[config.mk]
export PLATFORM = sky130hd
export DESIGN_NAME = prefetch_fetch
export DESIGN_NICKNAME = d
export VERILOG_FILES = /design/src/rtl/prefetch_fetch.sv
export SDC_FILE = /design/constraint.sdc
export NUM_CORES = 1
export LEC_CHECK = 0
export BUFFER_PORTS_ARGS = -buffer_cell sky130_fd_sc_hd__buf_2
export CAP_MARGIN = 20
export CORE_ASPECT_RATIO = 0.75
export CORE_MARGIN = 2
export CORE_UTILIZATION = 25
export DETAILED_ROUTE_END_ITERATION = 10
export PLACE_DENSITY = 0.41
export SLEW_MARGIN = 0
export SYNTH_ARGS = -nofsm -noshare
export SYNTH_HDL_FRONTEND = slang
export SYNTH_SLANG_ARGS = --single-unit
[constraint.sdc]
create_clock -name clk -period 3.65 [get_ports clk]
set_clock_uncertainty 0.05 [all_clocks]
set_input_delay 0.9125 -clock clk [delete_from_list [all_inputs] [get_ports clk]]
set_output_delay 0.9125 -clock clk [all_outputs]
set_load 0.05 [all_outputs]
[src/rtl/prefetch_fetch.sv]
// Instruction prefetch stage: issues one in-order fetch at a time into a small
// queue and presents the queue head to decode; redirects flush and retarget fetch.
module prefetch_fetch #(
    parameter int unsigned      WIDTH    = 32,
    parameter int unsigned      DEPTH    = 4,
    parameter logic [WIDTH-1:0] RESET_PC = '0
) (
    input  logic             clk,
    input  logic             rst,
    input  logic             PCsrc_E,
    input  logic [WIDTH-1:0] PCTarget_E,
    input  logic             stall_D,
    output logic             imem_req,
    output logic [WIDTH-1:0] imem_addr,
    input  logic             imem_ready,
    input  logic             imem_rvalid,
    input  logic [WIDTH-1:0] imem_rdata,
    output logic             valid_F,
    output logic [WIDTH-1:0] instr_F,
    output logic [WIDTH-1:0] PC_F,
    output logic [WIDTH-1:0] PCPlus4_F
);

    localparam int unsigned      PW  = $clog2(DEPTH);
    localparam logic [WIDTH-1:0] NOP = WIDTH'(32'h0000_0013);

    typedef enum logic [1:0] {
        S_REQ,
        S_WAIT,
        S_DROP
    } state_t;

    state_t           state, state_nxt;
    logic [WIDTH-1:0] fetch_pc;
    logic [WIDTH-1:0] req_pc;
    logic [WIDTH-1:0] pc_mem    [DEPTH];
    logic [WIDTH-1:0] instr_mem [DEPTH];
    logic [PW-1:0]    wr_ptr, rd_ptr;
    logic [PW:0]      count;
    logic             full, accept, push, pop;
    logic [WIDTH-1:0] pc_head;

    assign full      = (count == (PW+1)'(DEPTH));
    // rst gates the request so nothing is presented while reset is held
    assign imem_req  = !rst && (state == S_REQ) && !PCsrc_E && !full;
    assign imem_addr = fetch_pc;
    assign accept    = imem_req && imem_ready;
    assign push      = (state == S_WAIT) && imem_rvalid && !PCsrc_E;
    assign pop       = valid_F && !stall_D && !PCsrc_E;

    always_comb begin
        state_nxt = state;
        case (state)
            S_REQ:   if (accept) state_nxt = S_WAIT;
            S_WAIT: begin
                if (imem_rvalid)  state_nxt = S_REQ;
                else if (PCsrc_E) state_nxt = S_DROP;
            end
            S_DROP:  if (imem_rvalid) state_nxt = S_REQ;
            default: state_nxt = S_REQ;
        endcase
    end

    always_ff @(posedge clk or posedge rst) begin
        if (rst) state <= S_REQ;
        else     state <= state_nxt;
    end

    always_ff @(posedge clk or posedge rst) begin
        if (rst) begin
            fetch_pc <= RESET_PC;
            req_pc   <= '0;
        end else if (PCsrc_E) begin
            fetch_pc <= PCTarget_E;
        end else if (accept) begin
            req_pc   <= fetch_pc;
            fetch_pc <= fetch_pc + WIDTH'(4);
        end
    end

    always_ff @(posedge clk or posedge rst) begin
        if (rst) begin
            wr_ptr <= '0;
            rd_ptr <= '0;
            count  <= '0;
        end else if (PCsrc_E) begin
            wr_ptr <= '0;
            rd_ptr <= '0;
            count  <= '0;
        end else begin
            if (push) wr_ptr <= wr_ptr + PW'(1);
            if (pop)  rd_ptr <= rd_ptr + PW'(1);
            case ({push, pop})
                2'b10:   count <= count + (PW+1)'(1);
                2'b01:   count <= count - (PW+1)'(1);
                default: count <= count;
            endcase
        end
    end

    always_ff @(posedge clk) begin
        if (push) begin
            pc_mem[wr_ptr]    <= req_pc;
            instr_mem[wr_ptr] <= imem_rdata;
        end
    end

    assign pc_head   = pc_mem[rd_ptr];
    assign valid_F   = (count != '0);
    assign instr_F   = valid_F ? instr_mem[rd_ptr] : NOP;
    assign PC_F      = valid_F ? pc_head : '0;
    assign PCPlus4_F = valid_F ? pc_head + WIDTH'(4) : '0;

endmodule
# Word-level counts from Yosys, hierarchy flattened
# Memory sizes are Yosys's and may differ from the RTL's.
# Cells that the tools add are included.
[word_totals]
ram_bits = 256
output_inout_bits = 130
input_bits = 70
n_memories = 2
ff_bits = 73
[memory_table]
columns = ["name", "depth", "width", "read_ports", "rd_ports_with_merged_regs", "wr", "line", "text"]
rows = [
  ["instr_mem", 4, 32, 1, 0, 1, "37", "logic [WIDTH-1:0] instr_mem [DEPTH];"],
  ["pc_mem", 4, 32, 1, 0, 1, "36", "logic [WIDTH-1:0] pc_mem [DEPTH];"],
]
[classes]
add_sub_neg = 6
mux = 18
n_bitwise = 1
eq_ne = 8
n_reduce_logical = 20
[ops]
columns = ["operator", "count"]
rows = [
  ["32-bit two-way mux", 5],
  ["32-bit by 3-bit adder with 32-bit output (second input constant)", 2],
  ["2-bit two-way mux", 8],
  ["1-bit logical AND", 8],
  ["2-bit one-hot mux with 3 select lines", 1],
  ["3-bit one-hot mux with 2 select lines", 1],
  ["2-bit nonzero test", 3],
  ["3-bit nonzero test", 2],
  ["2-bit by 1-bit adder with 2-bit output (second input constant)", 2],
  ["2-bit by 1-bit == test with 1-bit output (second input constant)", 2],
  ["2-bit == test (second input constant)", 2],
  ["1-bit zero test", 4],
  ["2-bit != test (second input constant)", 2],
  ["3-bit by 1-bit adder with 3-bit output (second input constant)", 1],
  ["3-bit == test (second input constant)", 1],
  ["3-bit two-way mux", 1],
  ["3-bit != test (second input constant)", 1],
  ["3-bit AND reduction", 1],
  ["3-bit by 1-bit subtractor with 3-bit output (second input constant)", 1],
  ["2-bit zero test", 1],
  ["1-bit two-way mux", 2],
  ["2-bit AND reduction", 1],
  ["1-bit inverter", 1],
]

# Longest topological paths before layout
[depth]
word_depth = 7
ltp_mapped = 9
ltp_nobuf = 9

# Worst setup path before layout
# Ideal clock, no wire load.
[synth_path]
path_type = "register -> output"
startpoint = "register rd_ptr[0]"
endpoint = "output port PCPlus4_F[30]"
arrival_ps = 3386
stages_incl_launch_ff = 10
path_buffers = 3
slack_ps = -699
path_cell_list = "dfrtp_1 buf_6 buf_12 mux4_2 ha_1 nand3_2 or4_1 buf_2 or4_1 a21oi_1"
[synth_between]
elab_chain_len = 3
[synth_lines]
columns = ["item", "line", "text"]
rows = [
  ["from (decl)", "38", "logic [PW-1:0] wr_ptr, rd_ptr;"],
  ["from (signal assigned)", "92", "if (pop) rd_ptr <= rd_ptr + PW'(1);"],
  ["memory read 4 x 32 bit", "n/a", ""],
  ["32-bit by 3-bit adder with 32-bit output", "112", "assign PCPlus4_F = valid_F ? pc_head + WIDTH'(4) : '0;"],
  ["32-bit two-way mux", "112", ""],
  ["to (decl)", "21", "output logic [WIDTH-1:0] PCPlus4_F"],
]
# Every way passes these cells.

# Final worst setup path
[layout_path]
startpoint = "register rd_ptr[0]"
endpoint = "output port PCPlus4_F[22]"
# The elaborated chain is that of the path after synthesis.

==> summary.md <==
| Metric | Value |
|---|---|
| XOR/XNOR Fraction of Synth Area | `2.007%` |
| Post-route cell area | `roughly 0.018 mm^2` |
| M1 wire length | `roughly 19000 um` |
| CP Max Fanout | `9` |
| Die H | `between 200 and 250 um` |
| Max Cap Viol | `0` |
| WHS Endpoint | `req_pc[0]` |
| Number of synthesized flops with an enable pin | `256` |
| Slew Limit Fails | `0` |
| DP Area | `0.01634 mm^2` |
| Peak Freq | `239.5 MHz` |
| Placed Cells incl. Taps | `1871` |
| Largest family of logic cells by synthesized area | `simple AND/OR/NAND/NOR gates` |
| Post-synthesis compound-gate area fraction | `2.732%` |
| CTS buffer count | `39` |
| Clock net sink count | `329` |
| First-pass GRT wire length | `58610 um` |
| Worst-skew pair later-pin latency | `0.55 ns` |
| Status | `finished with violations` |
| Share of cells above drive strength 1 | `38.16%` |
| Worst Path Class, Setup | `flip-flop to primary output` |
| Met2 wire len | `17260 um` |
| Setup Slack @ Placement | `-0.2805 ns` |
| Die W | `roughly 280 um` |
| Mapped Avg Cell Area | `15.08 um^2` |
| Hold Path Cell Cnt | `2` |
| Vias/cell | `4.483` |
| Worst slew pin tran | `0.9131 ns` |
| Filler instances | `between 5000 and 6000` |
| Violated checks | `setup timing` |
| Largest net degree at the start of global routing | `48` |
| Non-Filler Instances | `about 2000` |
| Simple-Gate Fraction of Synth Area | `12.71%` |
| Min-delay src | `imem_addr[0]` |
| Top FF cell, synth | `edfxtp_1` |
| Adder-Cell Fraction of Synth Area | `less than 1%` |
| Rows | `74` |
| Reg2reg end | `count[2]` |
| DR WL met3 | `roughly 1800 um` |
| Routed len/inst | `19.80 um` |
| # port buffers | `~200` |
| R2r worst-path depth | `10` |
| Core Region | `0.05481 mm^2` |
| Final WS setup | `-0.5256 ns` |
| Seq cells post-synth | `around 330` |
| RR Startpoint | `count[0]` |
| Post-Synthesis Net Count | `1003` |
| Final period util | `114.4%` |
| CTS clk-pin slew, worst paths | `0.06 ns` |
| # IOs | `200` |
| Die area | `about 0.058 mm^2` |
| Mapped Area | `0.01397 mm^2` |
| WP data arrival | `3.21 ns` |
| R2R Setup Slk | `between 1 and 1.5 ns` |
| CTS H-tree lvls | `2` |
| Unique masters post-synth | `55` |
| Sequential area share after synthesis | `68.12%` |
| Asr flop ratio synth | `22.19%` |
| Power Total | `0.01508 W` |
| Hold Vio Cnt, Final | `0` |
| Relative slew margins | `39.04%` |
| Max layer used | `met5` |
| Clk root buf | `clkbuf_16` |
| Setup crit end kind | `primary output` |
| Pwr Density | `828.0 mW/mm^2` |
| Leak | `approximately 6.8 nW` |
| Post-route ant nets | `0` |
| Gpl congestion | `0.7412` |
| Total Routing Usage GR | `around 13%` |
| Number of global-route vias before repair | `9072` |
| Cells after Synth | `926` |
| DPL Wire Length | `26340 um` |
| Initial Utilization | `between 20% and 30%` |
| Unrepaired setup endpoints after global routing | `yes` |
| Max IR drop VDD | `between 0.4 and 0.5 mV` |
| Final Setup Violations | `16` |
| Final min period | `approximately 4.2 ns` |
| P&R area growth vs syn | `30.41%` |
| Mux contribution to synthesized area | `roughly an eighth` |
| CTS Hold Bufs | `0` |
| Antenna violations before repair | `1` |
| CP required | `2.69 ns` |
| CTS tree | `done` |
| Worst min-delay path class | `flip-flop to flip-flop` |
| Yosys warning total | `0` |
| Startpoint types | `flip-flop` |
| Drt pass-1 iters | `5` |
| Clock Path Buffers | `3` |
| DRC viols | `0` |
| Detailed Route WL | `38670 um` |
| Total global routing overflow | `0` |
| DR iter-0 viols | `504` |
| Fin nets | `roughly 1300` |
| Via count | `roughly 8800` |
[repair_timing]
action / in CTS / in global routing
setup buffers: 3 / 6
endpoints found under the setup margin: 64 / 34
gates resized for setup: 97 / 28
pin swaps: 10 / 7
[worst max path at each step]
stage | from | endpoint | slack, ns
after floorplan | rd_ptr[0] | PCPlus4_F[30] | -0.27
after global placement | rd_ptr[0] | PCPlus4_F[31] | -0.24
after detailed placement | rd_ptr[0] | PCPlus4_F[22] | -0.28
after CTS | rd_ptr[0] | PCPlus4_F[22] | -0.61
after global routing | rd_ptr[0] | PCPlus4_F[19] | -0.64
final | rd_ptr[0] | PCPlus4_F[22] | -0.53
[cells by family (layout without fill, tap and decap cells)]
group                    count (synthesis)  after routing
adder cells (fa/ha/maj)                  7              7
AND/OR/NAND/NOR                        354            354
flip-flops                             329            329
other                                    0              2
buffers and inverters                   64            367
XOR/XNOR                                32             32
AO/OA/AOI/OAI                           61             61
multiplexers                            79             79
[cells in the mapped netlist (4+ instances only)]
master,count,area [um^2]
a21oi_1,10,50.05
a22oi_1,4,30.03
and2_1,63,394.1
and3_1,5,31.28
and4_1,5,43.79
buf_1,7,26.28
buf_2,9,45.04
clkbuf_1,30,112.6
dfrtp_1,73,1827
edfxtp_1,256,7687
ha_1,6,75.07
inv_1,13,48.80
mux2_2,10,112.6
mux4_1,6,157.7
mux4_2,58,1306
nand2_1,136,510.5
nand3_1,22,110.1
nand4_1,16,100.1
nor2_1,45,168.9
nor2b_1,7,43.79
nor3_1,11,55.05
nor4_1,13,81.33
o211ai_1,6,45.04
o21ai_0,28,140.1
or2_2,4,25.02
or3_1,7,43.79
xnor2_1,21,183.9
xor2_1,11,96.34
[layout by cell type (no fill, tap or decap), types with 8 or more instances in the layout]
cell	Yosys	layout
nor2_1	45	45
inv_1	13	10
xor2_1	11	11
buf_2	9	175
nand3_1	22	16
nand4_1	16	16
nor4_4	0	8
dfrtp_1	73	71
o21ai_0	28	27
edfxtp_1	256	256
buf_12	1	9
mux2_4	0	8
and2_1	63	59
mux4_2	58	61
clkbuf_16	0	40
buf_4	2	67
xnor2_1	21	21
nand2_1	136	135
buf_6	2	31
[report_power, final]
part           total [W]  internal (W)  switching (W)
clock            0.00394       0.00237        0.00156
sequential       0.00493       0.00448       0.000456
combinational    0.00621       0.00196        0.00425
[registers in the layout, summed over array words and instances (netlist names)]
register / count
count: 3
imem_addr: 32
instr_mem: 128
pc_mem: 128
rd_ptr: 2
req_pc: 32
state: 2
wr_ptr: 2
[per-layer routing]
metal  track usage [%]  up-vias
met5                 0        -
met4             3.542        2
met3             2.426       37
met2             20.36      200
met1             19.61     4477
li1                  -     4040
[through the flow]
step | utilization (%) | hold slack [ns] | setup TNS, ns
after global placement | 29.82 | 0.4378 | -2.299
after global routing | 33.22 | 0.4953 | -8.822
final | 33.23 | 0.4519 | -6.436
after detailed placement | 29.82 | 0.4474 | -2.465
after floorplan | - | 0.4224 | -0.6236
after CTS | 32.91 | 0.4604 | -7.694
[critical path, cell delays in order, from the launching register on]
cell,delay [ns]
dfrtp_4,0.55
buf_12,0.18
mux4_2,0.34
nand4_1,0.12
or4_4,0.60
buf_6,0.17
or3_4,0.37
a21oi_4,0.16
buf_6,0.17
[area by class of cell]
| cell class | count | area (um^2) | share of cell area [%] |
|---|---|---|---|
| Inverter | 13 | 55.05 | 0.3023 |
| Multi-Input combinational cell | 533 | 4512 | 24.77 |
| Clock inverter | 24 | 267.8 | 1.470 |
| Sequential cell | 329 | 9519 | 52.27 |
| Clock buffer | 47 | 1027 | 5.640 |
| Tap cell | 722 | 903.4 | 4.960 |
| Timing Repair Buffer | 283 | 1923 | 10.56 |
| Antenna cell | 2 | 5.005 | 0.02748 |
Power figures use the tool's default switching activity.
